--- src/rtl/imem_arbiter.sv ---
// imem_arbiter: shares the single combinational-read instruction memory port
// between the fetch stage (f_*) and the debug/loader port (d_*). Each granted
// read is captured into a held response one cycle after the request handshake.
// Misaligned or out-of-range addresses complete with err=1 and data 0.
//
// Configuration macro IMEM_ARB_RR_EN:
//   defined   -> round-robin arbitration on simultaneous requests
//   undefined -> fixed priority, fetch over debug (debug may starve)
module imem_arbiter #(
  parameter int N             = 32,
  parameter int INST_MEM_SIZE = 1024
) (
  input  logic         clk,
  input  logic         rst,
  // fetch requester
  input  logic         f_req_valid,
  input  logic [N-1:0] f_req_addr,
  output logic         f_req_ready,
  output logic         f_rsp_valid,
  input  logic         f_rsp_ready,
  output logic [N-1:0] f_rsp_data,
  output logic         f_rsp_err,
  // debug/loader requester
  input  logic         d_req_valid,
  input  logic [N-1:0] d_req_addr,
  output logic         d_req_ready,
  output logic         d_rsp_valid,
  input  logic         d_rsp_ready,
  output logic [N-1:0] d_rsp_data,
  output logic         d_rsp_err,
  // instruction memory read port
  output logic [N-1:0] mem_addr,
  input  logic [N-1:0] mem_instruction,
  // statistics
  output logic [15:0]  f_stall_cnt
);

  // Highest byte address at which a whole word still fits in the memory.
  localparam logic [N-1:0] LAST_WORD_ADDR = N'(INST_MEM_SIZE - 4);

  typedef enum logic [1:0] {
    IDLE   = 2'd0,
    RESP_F = 2'd1,
    RESP_D = 2'd2
  } state_e;

  // Address is unusable when not word aligned or when the word runs past the end.
  function automatic logic addr_err(input logic [N-1:0] addr);
    addr_err = (addr[1:0] != 2'b00) || (addr > LAST_WORD_ADDR);
  endfunction

  state_e         state_q, state_d;
  logic [N-1:0]   f_rsp_data_q, f_rsp_data_d;
  logic [N-1:0]   d_rsp_data_q, d_rsp_data_d;
  logic           f_rsp_err_q, f_rsp_err_d;
  logic           d_rsp_err_q, d_rsp_err_d;
  logic [15:0]    f_stall_cnt_q, f_stall_cnt_d;

  logic           consume_s;
  logic           window_s;
  logic           grant_f_s;
  logic           grant_d_s;
  logic [N-1:0]   grant_addr_s;
  logic           grant_err_s;

`ifdef IMEM_ARB_RR_EN
  // 1 = debug was granted most recently, so fetch wins the next tie.
  logic           last_d_q, last_d_d;
`endif

  // Issue window: open when nothing is held or the held response leaves this cycle.
  always_comb begin
    consume_s = 1'b0;
    case (state_q)
      RESP_F:  consume_s = f_rsp_ready;
      RESP_D:  consume_s = d_rsp_ready;
      IDLE:    consume_s = 1'b0;
      default: consume_s = 1'b0;
    endcase
    window_s = (state_q == IDLE) || consume_s;
  end

  // Arbitration: at most one requester is granted per open window.
  always_comb begin
    grant_f_s = 1'b0;
    grant_d_s = 1'b0;
    if (window_s) begin
`ifdef IMEM_ARB_RR_EN
      if (f_req_valid && d_req_valid) begin
        grant_f_s = last_d_q;
        grant_d_s = !last_d_q;
      end else begin
        grant_f_s = f_req_valid;
        grant_d_s = d_req_valid;
      end
`else
      grant_f_s = f_req_valid;
      grant_d_s = d_req_valid && !f_req_valid;
`endif
    end else begin
      grant_f_s = 1'b0;
      grant_d_s = 1'b0;
    end
  end

  // Memory address mux and the error flag for the granted address.
  always_comb begin
    grant_addr_s = {N{1'b0}};
    if (grant_f_s) begin
      grant_addr_s = f_req_addr;
    end else if (grant_d_s) begin
      grant_addr_s = d_req_addr;
    end else begin
      grant_addr_s = {N{1'b0}};
    end
    grant_err_s = addr_err(grant_addr_s);
  end

  assign mem_addr    = grant_addr_s;
  assign f_req_ready = grant_f_s;
  assign d_req_ready = grant_d_s;

  // Next-state, response capture and ownership transitions.
  always_comb begin
    state_d      = state_q;
    f_rsp_data_d = f_rsp_data_q;
    f_rsp_err_d  = f_rsp_err_q;
    d_rsp_data_d = d_rsp_data_q;
    d_rsp_err_d  = d_rsp_err_q;
    if (grant_f_s) begin
      state_d      = RESP_F;
      f_rsp_err_d  = grant_err_s;
      f_rsp_data_d = grant_err_s ? {N{1'b0}} : mem_instruction;
    end else if (grant_d_s) begin
      state_d      = RESP_D;
      d_rsp_err_d  = grant_err_s;
      d_rsp_data_d = grant_err_s ? {N{1'b0}} : mem_instruction;
    end else if (consume_s) begin
      state_d = IDLE;
    end else begin
      state_d = state_q;
    end
  end

`ifdef IMEM_ARB_RR_EN
  // Round-robin pointer moves only when someone is granted.
  always_comb begin
    last_d_d = last_d_q;
    if (grant_f_s) begin
      last_d_d = 1'b0;
    end else if (grant_d_s) begin
      last_d_d = 1'b1;
    end else begin
      last_d_d = last_d_q;
    end
  end

  // Round-robin pointer register; reset favours fetch.
  always_ff @(posedge clk or posedge rst) begin
    if (rst) begin
      last_d_q <= 1'b1;
    end else begin
      last_d_q <= last_d_d;
    end
  end
`endif

  // Saturating count of cycles where fetch asks but is not accepted.
  always_comb begin
    f_stall_cnt_d = f_stall_cnt_q;
    if (f_req_valid && !grant_f_s && (f_stall_cnt_q != 16'hFFFF)) begin
      f_stall_cnt_d = f_stall_cnt_q + 16'd1;
    end else begin
      f_stall_cnt_d = f_stall_cnt_q;
    end
  end

  // State, held responses and stall counter registers.
  always_ff @(posedge clk or posedge rst) begin
    if (rst) begin
      state_q       <= IDLE;
      f_rsp_data_q  <= {N{1'b0}};
      f_rsp_err_q   <= 1'b0;
      d_rsp_data_q  <= {N{1'b0}};
      d_rsp_err_q   <= 1'b0;
      f_stall_cnt_q <= 16'd0;
    end else begin
      state_q       <= state_d;
      f_rsp_data_q  <= f_rsp_data_d;
      f_rsp_err_q   <= f_rsp_err_d;
      d_rsp_data_q  <= d_rsp_data_d;
      d_rsp_err_q   <= d_rsp_err_d;
      f_stall_cnt_q <= f_stall_cnt_d;
    end
  end

  assign f_rsp_valid = (state_q == RESP_F);
  assign d_rsp_valid = (state_q == RESP_D);
  assign f_rsp_data  = f_rsp_data_q;
  assign f_rsp_err   = f_rsp_err_q;
  assign d_rsp_data  = d_rsp_data_q;
  assign d_rsp_err   = d_rsp_err_q;
  assign f_stall_cnt = f_stall_cnt_q;

endmodule

--- config.mk ---
export PLATFORM = sky130hd
export DESIGN_NAME = imem_arbiter
export DESIGN_NICKNAME = d
export VERILOG_FILES = /design/src/rtl/imem_arbiter.sv
export SDC_FILE = /design/constraint.sdc
export NUM_CORES = 1
export LEC_CHECK = 0
export BUFFER_PORTS_ARGS = -buffer_cell sky130_fd_sc_hd__buf_4
export CORE_UTILIZATION = 45
export DETAILED_ROUTE_END_ITERATION = 16
export MAX_ROUTING_LAYER = met4
export PLACE_DENSITY_LB_ADDON = 0.1
export SYNTH_ARGS = -nofsm -noshare
export SYNTH_HDL_FRONTEND = slang
export SYNTH_SLANG_ARGS = --single-unit
--- constraint.sdc ---
create_clock -name clk -period 4.9 [get_ports clk]
set_input_delay 0.245 -clock clk [delete_from_list [all_inputs] [get_ports clk]]
set_output_delay 0.245 -clock clk [all_outputs]
set_load 0.005 [all_outputs]
### After elaboration in Yosys (flattened, before gate mapping)

Index checks and enable logic that the tools add are counted.

| cells by class | value |
|---|---|
| bitwise operators | 1 |
| reduce and logical (&&, ||, !) cells | 11 |
| add/sub/neg operators | 1 |
| div/mod/pow operators | 0 |
| magnitude comparators | 1 |
| mux-type cells | 9 |
| shifts and indexed selects | 0 |
| $mul | 0 |
| equal/unequal tests | 3 |

Operator list:

| kind | count |
|---|---|
| 2-to-1 mux 32 bit | 3 |
| > comparator 32 x 10 -> 1 bit, second input constant | 1 |
| adder 16 x 1 -> 16 bit, second input constant | 1 |
| != test 16 bit, second input constant | 1 |
| 2-to-1 mux 2 bit | 3 |
| logical AND 1 bit | 3 |
| nonzero test 3 bit | 1 |
| == test 2 x 1 -> 1 bit, second input constant | 1 |
| == test 2 bit, second input constant | 1 |
| zero test 1 bit | 2 |
| zero test 2 bit | 1 |
| logical OR 1 bit | 2 |
| 2-to-1 mux 1 bit | 2 |
| one-hot mux 1 bit (2 select lines) | 1 |
| AND reduction 2 bit | 1 |
| nonzero test 2 bit | 1 |
| NOT 1 bit | 1 |

| word-level totals | value |
|---|---|
| bits in registers | 84 |
| bits in read-only memories | 0 |
| RAM bits | 0 |
| latch bits | 0 |
| output and inout port bits | 118 |
| logic and storage cells | 32 |
| memories | 0 |
| bits of input ports | 102 |

### Longest topological paths before layout

| logic depth | value |
|---|---|
| depth after elaboration | 9 |
| mapped depth | 9 |
| depth with buffers taken out | 7 |

### Least setup slack after synthesis

No wires, ideal clock.

| timing path | value |
|---|---|
| path kind | reg2out |
| start point | register state_q[1] |
| end point | output mem_addr[2] |
| arrival | 1.842 ns |
| cell stages (with the launch flop) | 10 |
| data required time | 4.655 ns |
| slack | 2.813 ns |
| buffers on the path | 2 |
| cell sequence | dfrtp_1 inv_1 ha_1 a22o_1 a21oi_1 nand2b_1 buf_2 inv_1 clkbuf_1 a22o_1 |

| on the way | value |
|---|---|
| longest elaborated chain between the ends | 6 |
| elaborated cells on any way between the ends | 9 |
| classes of those cells | 2 x eq/ne; 5 x mux; 2 x reduce/logical |

Ends and longest elaborated chain:

| item | RTL line | source |
|---|---|---|
| start: declaration | 52 | `state_e state_q, state_d;` |
| start signal: assignment | 188 | `state_q <= state_d;` |
| == test 2 x 1 -> 1 bit | - |  |
| net f_rsp_valid | 19 | `output logic f_rsp_valid,` |
| one-hot mux 1 bit (2 select lines) | 74 | `case (state_q)` |
| logical OR 1 bit | 80 | `window_s = (state_q == IDLE) \|\| consume_s;` |
| 2-to-1 mux 1 bit | 87 | `if (window_s) begin` |
| net d_req_ready | 26 | `output logic d_req_ready,` |
| 2-to-1 mux 32 bit | 111 | `end else if (grant_d_s) begin` |
| 2-to-1 mux 32 bit | 109 | `if (grant_f_s) begin` |
| end: declaration | 32 | `output logic [N-1:0] mem_addr,` |

The timed path passes the listed nets, and every way through them passes these cells.

### Final worst setup path

| timing path | value |
|---|---|
| start point | register state_q[1] |
| end point | output mem_addr[6] |

| on the way | value |
|---|---|
| longest elaborated chain between the ends | 6 |
| elaborated cells on any way between the ends | 9 |
| classes of those cells | 2 x eq/ne; 5 x mux; 2 x reduce/logical |

Ends and longest elaborated chain:

| item | RTL line |
|---|---|
| == test 2 bit / == test 2 x 1 -> 1 bit (equally long branches) | 74 |
| one-hot mux 1 bit (2 select lines) | 74 |
| logical OR 1 bit * | 80 |
| 2-to-1 mux 1 bit | 87 |
| 2-to-1 mux 32 bit | 111 |
| 2-to-1 mux 32 bit * | 109 |

Mark *: on every way between the ends. The rest lies on a longest branch, timed or not.

==> summary.txt <==
Pwr
  • Switching power as a share of total power: 33.70%
  • Power dissipated by switching net loads: 651.9 µW
  • Overall power consumption: 1934 µW
  • Maximum VDD drop: 0.0001781 V
  • Sequential fraction of design power: 40.1%
  • Fraction of power consumed by combinational cells: 34.0%
  • Share of total power in the clock network: 25.9%
  • Power density over the cells: about 340 nW/µm²
  • Leakage power: 0.002921 µW
  • Internal: 1283 µW

STA
  • Fin Clk Skew: 9.563 ps
  • Total Negative Setup Slacks: 0 ps
  • Final Hold Viols: 0
  • Final Max Slew Viols: 0
  • Unrepaired setup endpoints after global routing: no
  • Final cycle utilization of the critical path: 66.78%
  • Transition time of the tightest slew-check pin: 1049 ps
  • Time the worst path needs with I/O delays and setup: about 3300 ps
  • Worst slew margin relative to its limit: a little under a third
  • Finish-stage setup viols: 0
  • Maximum clock frequency: 0.3056 GHz

Clock tree
  • Skew-Pair Late Insertion Delay: 350 ps
  • Post-CTS setup buffer count: 0
  • # resized after CTS: 0
  • CTS clock-pin slew for the worst setup and hold paths: 90 ps
  • Number of buffers added by the clock tree synthesis step: 9
  • Number of buffers inserted by hold repair at cts: 0
  • Clock tree from TritonCTS: done
  • Clk sink count: 84
  • Clock tree root driver cell: sky130_fd_sc_hd__clkbuf_8
  • H-tree levels: 3
  • Max Root-Sink Buffers: 2

Floorplanning
  • Die height: 94.59 µm
  • Std cell rows: 33
  • Die Outline Area: 8946 µm²
  • Initial core utilization: 46.71%
  • Number of top-level pins: between 200 and 250
  • Die outline width: 94.59 µm
  • Total core area: 8258 µm²

Global routing
  • Gr ovfl total: 0
  • Pin count of the biggest net entering global routing: 85
  • Via count of the first global-routing pass: 3567
  • Busiest metal layer after global routing: met2
  • Initial antenna violation count: 0
  • Met1 layer usage reported by global route: between 30% and 40%
  • Global-route track usage on met2: 42.93%
  • Met3 Use GR: 4.187%
  • GRT Resource Usage Total: 27.12%
  • First-pass GRT wire length: 17950 µm

Finish
  • Register area: 2102 µm²
  • Combined area of the multi-input logic cells: 1588 µm²
  • # fillers: 652
  • Fraction of layout cells with a size suffix above 1: 47.50%
  • Antenna Diode Count: 0
  • Area overhead of the layout relative to synthesis: 49.21%
  • Number of nets in the final layout: 642
  • Layout Utilization: 69.70%

Critical path
  • Highest net fanout along the worst path: 35
  • Reg2reg path depth: 9
  • WP data arrival: 3030 ps
  • Type of element capturing the critical path: output pin
  • Worst endpoint required time: 4660 ps
  • Kind of critical path: reg2out
  • Startpoint types: flip-flop

Logic synthesis
  • Area fraction in and, or, nand and nor cells after synthesis: between 10 and 15%
  • Mux cell area share after synthesis: ~1.3%
  • Post-Synth Adder-Cell Area: 1.297%
  • Count of mapped cells out of synthesis: 327
  • Register bit total from synthesis: 84
  • Most instantiated cells after synthesis: sky130_fd_sc_hd__dfrtp_1, sky130_fd_sc_hd__a22o_1, sky130_fd_sc_hd__a32o_1, sky130_fd_sc_hd__a22oi_1, sky130_fd_sc_hd__nor2_1
  • Post-synth design cell area: between 3000 and 4000 µm²
  • Netlist cell types: 39
  • Most repeated cell in the gate-level netlist after synthesis: sky130_fd_sc_hd__dfrtp_1
  • XOR/XNOR Fraction of Synth Area: 2.498%
  • Per-instance average area after synthesis: between 10 and 15 µm²
  • Ranking of synthesized cells by area: sky130_fd_sc_hd__dfrtp_1, sky130_fd_sc_hd__a22o_1, sky130_fd_sc_hd__a32o_1
  • Portion of the post-synthesis area used by sequential elements: a little over half
  • Most used flip-flop cell after synthesis: sky130_fd_sc_hd__dfrtp_1
  • Dominant combinational cell family by area after synthesis: compound AO/OA/AOI/OAI gates
  • FFs w/ async S/R, synth: 100.0%
  • Count of flip-flops with a built-in enable after synthesis: 0
  • Dominant cell type by area after synthesis: sky130_fd_sc_hd__dfrtp_1
  • Share of Yosys cell area claimed by the top area cell type: 54.49%
  • Syn nets: about 430
  • Share of the synthesized area in compound gates (AO/OA/AOI/OAI): 24.26%
  • Yosys synthesis warning count: 0

Placement
  • Half-perimeter wire length of the detailed placement result: 8493 µm
  • RePlAce Congestion: 0.9224
  • Count of buffers inserted at the top-level ports: ~220

Drt
  • Count of routing violations after the opening detailed-route iteration: 188
  • 1st-pass router iterations: 4
  • Overall via count from detail_route: around 3800
  • Post-route ant nets: 0
  • Vias per inst: 5.825
  • DRC violations left: 0
  • Routed length per placed instance: about 18 µm
  • Routed WL: 11730 µm

Hold path
  • Number of cells on the worst hold path: 2
  • HP Class: in2reg

Run status
  • Status: completed

Job
  • Max-Cap Viols: 0
==> kinds of logic (layout without fill, tap and decap cells) <==
logic type / count (synthesis) / count (layout)
AO/OA/AOI/OAI: 109 / 109
XOR/XNOR: 11 / 11
adder cells (fa/ha/maj): 4 / 4
buffers and inverters: 37 / 251
flip-flops: 84 / 84
multiplexers: 4 / 4
AND/OR/NAND/NOR: 78 / 78
==> final timing paths <==
kind                                    to  slack [ps]           startpoint
setup reg to reg                state_q[1]        2280           state_q[1]
hold / removal              f_rsp_data[12]         110  mem_instruction[12]
hold reg to reg              d_rsp_data[6]         500        d_rsp_data[6]
setup / recovery               mem_addr[6]        1630           state_q[1]
min in group asynchronous  f_stall_cnt[11]         220                  rst
max in group asynchronous   f_rsp_data[22]        4000                  rst
==> critical path, stage by stage (launching register included) <==
cell                       delay [ps]
sky130_fd_sc_hd__dfrtp_1          380
sky130_fd_sc_hd__inv_1             70
sky130_fd_sc_hd__ha_1             190
sky130_fd_sc_hd__a22o_1           290
sky130_fd_sc_hd__a21oi_2          140
sky130_fd_sc_hd__buf_4            320
sky130_fd_sc_hd__nand2b_1         150
sky130_fd_sc_hd__buf_4            360
sky130_fd_sc_hd__clkinv_1         370
sky130_fd_sc_hd__a22o_1           280
sky130_fd_sc_hd__buf_4            130
==> power by group through the flow <==
stage / sequential (µW) / clock [µW] / combinational [µW]
after floorplan: 779 / 0 / 324
after global placement: 787 / 0 / 643
after detailed placement: 789 / 0 / 658
after CTS: 776 / 510 / 660
after global routing: 783 / 548 / 708
final: 776 / 500 / 658
==> sequential cells by signal, summed over array words and instances (netlist names) <==
name,flops
d_rsp_err,1
f_rsp_err,1
state_q,2
f_stall_cnt,16
d_rsp_data,32
f_rsp_data,32
==> final cells by class <==
class,count,area share (%)
well taps,105,2.283
repair buffers,227,29.61
multi-input cells,206,27.59
flip-flops and latches,84,36.52
clock inverters,6,1.239
clock buffers,10,2.217
inverters,8,0.5435
==> through the flow <==
stage	cell area (µm²)	setup slack, ps	std cells	hold WS [ps]
floorplan	3857	2490	327	377.5
global placement	5557	2105	630	472.3
detailed placement	5557	2015	630	475.4
CTS	5756	1622	646	101.5
global route	5756	1412	646	98.75
finish	5756	1628	646	114.4
==> per-layer routing <==
| metal | up-vias | share of wire [%] |
|---|---|---|
| met5 | - | 0 |
| met2 | 191 | 51 |
| li1 | 1694 | - |
| met1 | 1854 | 40 |
| met3 | 24 | 6.5 |
| met4 | 0 | 2.8 |
==> cells in the final DEF, fill, tap and decap left out, drive strengths merged, types with 9 or more instances in the layout <==
master,instances
nor2,24
clkbuf,10
nand4,11
a32o,32
buf,227
inv,9
a22oi,24
a22o,41
xnor2,10
dfrtp,84
Power figures use the tool's default switching activity.
